`config.mk`:
```
export PLATFORM = sky130hd
export DESIGN_NAME = pool_max_1_flat
export DESIGN_NICKNAME = d
export VERILOG_FILES = /design/src/rtl/pool_max_1_pkg.sv /design/src/rtl/pool_max_1_if.sv /design/src/rtl/pool_max_1_max4_lane.sv /design/src/rtl/pool_max_1.sv /design/src/flat_wrapper.sv
export SDC_FILE = /design/constraint.sdc
export NUM_CORES = 2
export LEC_CHECK = 0
export ABC_AREA = 1
export BUFFER_PORTS_ARGS = -buffer_cell sky130_fd_sc_hd__buf_2
export CAP_MARGIN = 5
export CORE_MARGIN = 2
export CORE_UTILIZATION = 36
export DETAILED_ROUTE_END_ITERATION = 8
export SETUP_SLACK_MARGIN = 0.2
export SYNTH_ARGS = -nofsm -noshare
export SYNTH_HDL_FRONTEND = slang
export SYNTH_HIERARCHICAL = 1
export SYNTH_SLANG_ARGS = --single-unit
```
`constraint.sdc`:
```
create_clock -name clk -period 5.8 [get_ports clk]
set_clock_uncertainty 0.2 [all_clocks]
set_input_delay 0.87 -clock clk [delete_from_list [all_inputs] [get_ports clk]]
set_output_delay 0.87 -clock clk [all_outputs]
set_load 0.02 [all_outputs]
```
`src/rtl/pool_max_1_pkg.sv`:
```
`default_nettype none
// +----------------------------------------------------------------------------+
// | Package : lenet_pkg                                                        |
// | Purpose : Constants and types shared by the first-layer LeNet pooling path |
// |           and its neighbours (relu_1 may reference POOL_LAT).              |
// | Contents: DW, LANES, WIN, POOL_LAT, sample_t                               |
// | Revision: 1.0 - initial release                                            |
// +----------------------------------------------------------------------------+
package lenet_pkg;

  localparam int DW       = 16;  // sample width, signed two's complement
  localparam int LANES    = 10;  // output words per beat
  localparam int WIN      = 4;   // samples per 2x2 pooling window
  localparam int POOL_LAT = 3;   // max_en -> pool_max_vld latency in cycles

  typedef logic signed [DW-1:0] sample_t;

endpackage
`default_nettype wire

```
`src/rtl/pool_max_1_if.sv`:
```
`default_nettype none
// +----------------------------------------------------------------------------+
// | Interface: pool_max_1_if                                                   |
// | Purpose  : Beat input and pooled result bundle between relu_1 (master)     |
// |            and pool_max_1 (slave).                                         |
// | Signals  : max_en          beat valid, row data valid in the same cycle    |
// |            fm_bram_1_douta LANES*WIN*DW row from fm_bram_1                 |
// |            pool_max_result LANES*DW pooled words                           |
// |            pool_max_vld    one-cycle strobe for a new result               |
// |            pool_max_cnt    saturating count of results since reset         |
// | Revision : 1.0 - initial release                                           |
// +----------------------------------------------------------------------------+
interface pool_max_1_if #(
  parameter int DW    = lenet_pkg::DW,
  parameter int LANES = lenet_pkg::LANES,
  parameter int WIN   = lenet_pkg::WIN
);

  logic                      max_en;
  logic [LANES*WIN*DW-1:0]   fm_bram_1_douta;
  logic [LANES*DW-1:0]       pool_max_result;
  logic                      pool_max_vld;
  logic [3:0]                pool_max_cnt;

  modport master (
    output max_en,
    output fm_bram_1_douta,
    input  pool_max_result,
    input  pool_max_vld,
    input  pool_max_cnt
  );

  modport slave (
    input  max_en,
    input  fm_bram_1_douta,
    output pool_max_result,
    output pool_max_vld,
    output pool_max_cnt
  );

endinterface
`default_nettype wire

```
`src/rtl/pool_max_1_max4_lane.sv`:
```
`default_nettype none
// +----------------------------------------------------------------------------+
// | Module  : max4_lane                                                        |
// | Purpose : One lane of the 2x2 max-pool: S1 captures the four window        |
// |           samples, S2 forms two pairwise maxima, S3 forms the final max    |
// |           (optionally ReLU-clamped) and holds it until the next update.    |
// | Ports   : clk, rst  clock / synchronous active-high reset                  |
// |           ld_i      capture win_i into S1                                  |
// |           upd_i     S2 holds a valid beat; write S3                        |
// |           win_i     four DW-bit samples, sample k at [k*DW +: DW]          |
// |           res_o     registered pooled sample                               |
// | Config  : POOL_MAX_1_RELU_EN - clamp negative maxima to zero               |
// | Revision: 1.0 - initial release                                            |
// +----------------------------------------------------------------------------+
module max4_lane #(
  parameter int DW = lenet_pkg::DW
) (
  input  logic            clk,
  input  logic            rst,
  input  logic            ld_i,
  input  logic            upd_i,
  input  logic [4*DW-1:0] win_i,
  output logic [DW-1:0]   res_o
);

  logic signed [DW-1:0] w_q [4];
  logic signed [DW-1:0] m0_q, m1_q, res_q;
  logic signed [DW-1:0] m0_d, m1_d, top_d, res_d;

  // On a tie either operand is the same value, so the operand choice is invisible.
  always_comb begin
    m0_d  = (w_q[0] >= w_q[1]) ? w_q[0] : w_q[1];
    m1_d  = (w_q[2] >= w_q[3]) ? w_q[2] : w_q[3];
    top_d = (m0_q >= m1_q) ? m0_q : m1_q;
`ifdef POOL_MAX_1_RELU_EN
    res_d = top_d[DW-1] ? '0 : top_d;
`else
    res_d = top_d;
`endif
  end

  // S2 loads every cycle; only the S3 write is qualified, so stale S1/S2
  // contents never reach the output.
  always_ff @(posedge clk) begin
    if (rst) begin
      for (int k = 0; k < 4; k++) w_q[k] <= '0;
      m0_q  <= '0;
      m1_q  <= '0;
      res_q <= '0;
    end else begin
      if (ld_i) begin
        for (int k = 0; k < 4; k++) w_q[k] <= win_i[k*DW +: DW];
      end
      m0_q <= m0_d;
      m1_q <= m1_d;
      if (upd_i) res_q <= res_d;
    end
  end

  assign res_o = res_q;

endmodule
`default_nettype wire

```
`src/rtl/pool_max_1.sv`:
```
`default_nettype none
// +----------------------------------------------------------------------------+
// | Module  : pool_max_1                                                       |
// | Purpose : Three-stage pipelined 2x2 max-pooling of a 40-word row into 10   |
// |           words, one beat per cycle, fixed latency POOL_LAT.               |
// | Ports   : clk, rst  clock / synchronous active-high reset                  |
// |           bus       pool_max_1_if.slave (max_en, fm_bram_1_douta in;       |
// |                     pool_max_result, pool_max_vld, pool_max_cnt out)       |
// | Config  : POOL_MAX_1_RELU_EN - ReLU on each pooled word (in max4_lane)     |
// | Revision: 1.0 - initial release                                            |
// +----------------------------------------------------------------------------+
module pool_max_1 #(
  parameter int DW    = lenet_pkg::DW,
  parameter int LANES = lenet_pkg::LANES,
  parameter int WIN   = lenet_pkg::WIN
) (
  input  logic        clk,
  input  logic        rst,
  pool_max_1_if.slave bus
);

  import lenet_pkg::*;

  logic [POOL_LAT-1:0] vld_q, vld_d;
  logic [3:0]          cnt_q, cnt_d;
  logic [LANES*DW-1:0] lane_res;

  // vld_q[0]: S1 holds a beat, vld_q[1]: S2, vld_q[2]: result register.
  always_comb begin
    vld_d = {vld_q[POOL_LAT-2:0], bus.max_en};
    cnt_d = cnt_q;
    // Counted on the edge that raises pool_max_vld so the count already
    // includes the beat being presented.
    if (vld_q[POOL_LAT-2] && (cnt_q != 4'hF)) cnt_d = cnt_q + 4'd1;
  end

  always_ff @(posedge clk) begin
    if (rst) begin
      vld_q <= '0;
      cnt_q <= '0;
    end else begin
      vld_q <= vld_d;
      cnt_q <= cnt_d;
    end
  end

  for (genvar l = 0; l < LANES; l++) begin : g_lane
    max4_lane #(.DW(DW)) u_lane (
      .clk   (clk),
      .rst   (rst),
      .ld_i  (bus.max_en),
      .upd_i (vld_q[POOL_LAT-2]),
      .win_i (bus.fm_bram_1_douta[l*WIN*DW +: WIN*DW]),
      .res_o (lane_res[l*DW +: DW])
    );
  end

  assign bus.pool_max_result = lane_res;
  assign bus.pool_max_vld    = vld_q[POOL_LAT-1];
  assign bus.pool_max_cnt    = cnt_q;

endmodule
`default_nettype wire

```
`src/flat_wrapper.sv`:
```
// flat-port wrapper written by rule: the top's interface ports become plain ports
module pool_max_1_flat import lenet_pkg::*;
#(
  parameter int DW    = lenet_pkg::DW,
  parameter int LANES = lenet_pkg::LANES,
  parameter int WIN   = lenet_pkg::WIN
)
  (clk, rst, bus_max_en, bus_fm_bram_1_douta, bus_pool_max_result, bus_pool_max_vld, bus_pool_max_cnt);
  pool_max_1_if #(.DW(DW), .LANES(LANES), .WIN(WIN)) bus_i ();
  input  logic clk;
  input  logic rst;
  input wire logic [$bits(bus_i.max_en)-1:0] bus_max_en;
  input wire logic [$bits(bus_i.fm_bram_1_douta)-1:0] bus_fm_bram_1_douta;
  output wire logic [$bits(bus_i.pool_max_result)-1:0] bus_pool_max_result;
  output wire logic [$bits(bus_i.pool_max_vld)-1:0] bus_pool_max_vld;
  output wire logic [$bits(bus_i.pool_max_cnt)-1:0] bus_pool_max_cnt;
  assign bus_i.max_en = bus_max_en;
  assign bus_i.fm_bram_1_douta = bus_fm_bram_1_douta;
  assign bus_pool_max_result = bus_i.pool_max_result;
  assign bus_pool_max_vld = bus_i.pool_max_vld;
  assign bus_pool_max_cnt = bus_i.pool_max_cnt;
  pool_max_1 #(.DW(DW), .LANES(LANES), .WIN(WIN)) u_core (.clk(clk), .rst(rst), .bus(bus_i));
endmodule
```
; Word level (Yosys, flattened, before mapping)
; Memory sizes are Yosys's and may differ from the RTL's.
; Cells that the tools add are included.
[op_classes]
addsub = 1
mul = 0
div_mod_pow = 0
n_lt_le_gt_ge = 30
n_eq_ne = 1
shift = 0
mux = 75
n_bitwise = 40
n_reduce_logical = 1
[ops]
columns = cell, count
row1 = two-way mux 16 bit, 70
row2 = >= comparator 16 bit, 30
row3 = bitwise OR 1 bit, 40
row4 = two-way mux 1 bit, 5
row5 = "adder 4 x 1 -> 4 bit, second input constant", 1
row6 = "!= test 4 bit, second input constant", 1
row7 = logical AND 1 bit, 1
[word_totals]
regBits = 487
latchBits = 0
ramBits = 640
romBits = 0
out_inout_bits = 165
elab_cells = 190
n_memories = 10
[memory_table]
columns = name, words, width, read_ports, rd_ports_with_merged_regs, write_ports, line
row1 = u_core.g_lane[0].u_lane.w_q, 4, 16, 4, 0, 4, pool_max_1_max4_lane.sv:26  ; logic signed [DW-1:0] w_q [4];
row2 = u_core.g_lane[1].u_lane.w_q, 4, 16, 4, 0, 4, pool_max_1_max4_lane.sv:26
row3 = u_core.g_lane[2].u_lane.w_q, 4, 16, 4, 0, 4, pool_max_1_max4_lane.sv:26
row4 = u_core.g_lane[3].u_lane.w_q, 4, 16, 4, 0, 4, pool_max_1_max4_lane.sv:26
row5 = u_core.g_lane[4].u_lane.w_q, 4, 16, 4, 0, 4, pool_max_1_max4_lane.sv:26
row6 = u_core.g_lane[5].u_lane.w_q, 4, 16, 4, 0, 4, pool_max_1_max4_lane.sv:26
row7 = 4 more memories, --, --, --, --, --, --

; Depth between registers and ports, before layout
[depth]
ltp_word = 4
mapped_depth = 15
mapped_depth_nobuf = 14

; Hierarchy
; The synthesis kept the hierarchy.
[modules_own_cells]
columns = mod, instances, cells_per_inst, area_each_um2, seq_area_each_um2
row1 = max4_lane (u_core.g_lane[0].u_lane ...), 9, 681, 5768.0, 2882.8
row2 = max4_lane (u_core.g_lane[9].u_lane), 1, 679, 5814.3, 2882.8
row3 = pool_max_1, 1, 39, 280.3, 140.1

; Worst setup path after synthesis
; OpenSTA, ideal clock, no wires.
[synth_timing]
path_type = input port to flip-flop
start = input port rst
end = memory u_core.g_lane[9].u_lane.w_q[0][0] (enable)
arrival_ns = 1.985
required_ns = 5.206
setup_slack_ns = 3.221
path_stages = 2
cell_sequence = clkbuf_1 or2_2
[synth_lines]
columns = element, line
row1 = "start, declared", flat_wrapper.sv:11  ; input logic rst;
row2 = "end, declared", pool_max_1_max4_lane.sv:26

==> impl_metrics.json <==
{
  "vdd_ir_drop_max_mv": 0.268,
  "synth_cell_types": 27,
  "dieHeight_um": 405,
  "syn-num-nets": 7971,
  "dp_hpwl_um": 129000,
  "dr.pass1.iters": 6,
  "route.antenna.remaining_nets": 0,
  "wire_per_inst_um": 16.9,
  "cap_viol_max_count": 0,
  "via_count": 46700,
  "yosysTopAreaCell": "edfxtp_1",
  "path_class": "in2reg",
  "place.gp.congestion": 0.890,
  "clock_sinks": 1127,
  "rsz0062_at_grt": "false",
  "syn_area_per_cell_um2": 8.47,
  "cts_tree": "built",
  "worst_pin_slew_ps": 1220,
  "synth.ff_latch_count": 1127,
  "async_flop_share_pct": 0,
  "rows": 147,
  "grt_max_degree": 73,
  "vias_per_cell": 4.75,
  "clkLatencyLatePin_ps": 740,
  "synth_area_leaders": "edfxtp_1, dfxtp_1, ha_1",
  "p_per_area_mw_per_mm2": 351,
  "hold_viol_final": 0,
  "holdCritPathClass": "reg2reg",
  "ctsHoldBuffers": 0,
  "crit_required_ps": 5980,
  "grt_pass1_vias": 45700,
  "crit_family": "buffers and inverters",
  "core-area_mm2": 0.160,
  "netlist_instances": 6847,
  "cts.path.max_buffers": 3,
  "ys.flop_type": "edfxtp_1",
  "final_nets": 8687,
  "arrival_ps": 3210,
  "fp.dieArea_mm2": 0.164,
  "status": "completed",
  "cts_setup_buffers": 0,
  "grt.total_usage_pct": 19.8,
  "fmax_mhz": 329,
  "antenna_found_initial": 61,
  "slew_viol_final": 0,
  "post-route-drc-count": 0,
  "syn-cell-area_mm2": 0.0580,
  "min_period_ps": 3040,
  "initial_core_util_pct": 36.2,
  "grt_pass1_wl_um": 253000,
  "wl_um": 167000,
  "stdcell_count": 9844,
  "seq_area_frac_synth_pct": 49.9,
  "ctsResizeCount": 0,
  "critPathSlowestCell": "or2_2",
  "clockRootBuffer": "clkbuf_16",
  "cts_inserted_buffers": 120,
  "max_stage_delay_ps": 850,
  "synth.most_common_cell": "inv_1",
  "synth_edf_count": 640,
  "overflow": 0,
  "io_buffer_count": 807,
  "worst_path_most_repeated_cell": "buf_4",
  "io_pins": 808,
  "period_share_pct": 52.4,
  "ys_warn_count": 6,
  "startpoint_type": "primary input",
  "crit_fanout": 44,
  "fp.dieW_um": 405,
  "synthToLayoutAreaGrowth_pct": 17.5,
  "drive_above_1_share_pct": 15.7,
  "end_kind": "flop",
  "crit_chain": "buf_2 -> buf_4 -> or2_2 -> buf_4",
  "netlist_top_cells_count": "inv_1, nor2_1, nand2_1",
  "drt_iter0_markers": 3347,
  "critPathBufInv": 3,
  "setup_viol": 0,
  "p_leak_nw": 33.4,
  "place_inst": 9600,
  "synth_top_area_share_pct": 33.1,
  "setup-tns-final_ps": 0,
  "slew-limit-headroom_pct": 18.7,
  "path_clk_slew_ps": 60,
  "cts_max_level": 3
}
[cell type report]
cell class,count,area (um^2)
sequential,1127,29000
multi-input combinational,3956,22200
fill,15800,92000
timing repair buffer,832,4260
clock inverter,69,835
antenna,13,32.5
inverter,1526,5730
clock buffer,161,3390
tap,2160,2700
[worst paths after layout]
check / startpoint / end / slack (ps) / cells after the start
max: bus_max_en / u_core/g_lane[3].u_lane/w_q[0][6] / 2760 / 4
min: u_core/vld_q[0] / u_core/vld_q[1] / 210 / 2
max reg2reg: u_core/g_lane[5].u_lane/w_q[0][15] / u_core/g_lane[5].u_lane/m0_q[10] / 2800 / 11
min reg2reg: u_core/vld_q[0] / u_core/vld_q[1] / 210 / 2
[logic make-up (layout without fill, tap and decap cells)]
kind of cell               count (synthesis)  in the layout  synth area share (%)
and+or+nand+nor                         2753           2753                  21.4
other                                      0             13                     0
DFF                                     1127           1127                  49.9
buffers and inverters                   1764           2588                  11.8
AOI/OAI and AO/OA                        722            722                  6.47
adders and majority gates                481            481                  10.4
[worst register-to-register path: cells and delay by family, from the launching register on]
family,cells,cell delay (ps)
adders and majority gates,1,330
buffers and inverters,2,660
DFF,1,410
and+or+nand+nor,8,1290
[through the flow]
step | area (um^2) | util, % | total power [mW] | hold slack (ps) | setup slack [ps]
3_5_place_dp | 63900 | 39.9 | 16.0 | 201 | 1960
6_report | 68200 | 42.5 | 23.9 | 207 | 2760
5_1_grt | 68100 | 42.5 | 25.4 | 169 | 2500
3_3_place_gp | 63900 | 39.9 | 15.8 | 207 | 1990
4_1_cts | 68100 | 42.5 | 24.2 | 147 | 2750
2_1_floorplan | 58000 | - | 14.4 | 188 | 3220
[power by group]
group	total [mW]	internal, mW	leakage, nW	switching [mW]
clock	8.10	4.75	2.05	3.35
sequential	9.94	9.35	10.9	0.588
combinational	5.91	2.00	20.4	3.91
[placed cells by master, fill, tap and decap left out, types with 126 or more instances in the layout]
cell          n
a21oi_1     457
buf_2       806
clkbuf_16   126
dfxtp_1     486
edfxtp_1    640
ha_1        481
inv_1      1526
nand2_1     888
nand3_1     256
nand4_1     337
nor2_1     1096
o21ai_0     218
[per-layer routing]
| layer | track usage, % | up-vias | part of all wire [%] |
|---|---|---|---|
| met2 | 32.9 | 1268 | 47 |
| li1 | - | 23300 | - |
| met4 | 8.18 | 52 | 4.1 |
| met5 | 0 | - | 0.20 |
| met1 | 24.3 | 21700 | 41 |
| met3 | 5.07 | 357 | 7.3 |
[state kept, by name, summed over array words and instances (netlist names)]
register	flops
u_core/bus.pool_max_cnt	4
u_core/g_lane.u_lane/w_q	640
u_core/g_lane.u_lane/m0_q	160
u_core/g_lane.u_lane/m1_q	160
u_core/vld_q	3
u_core/g_lane.u_lane/res_o	160
Note: power is estimated with default switching activity, not from simulation.
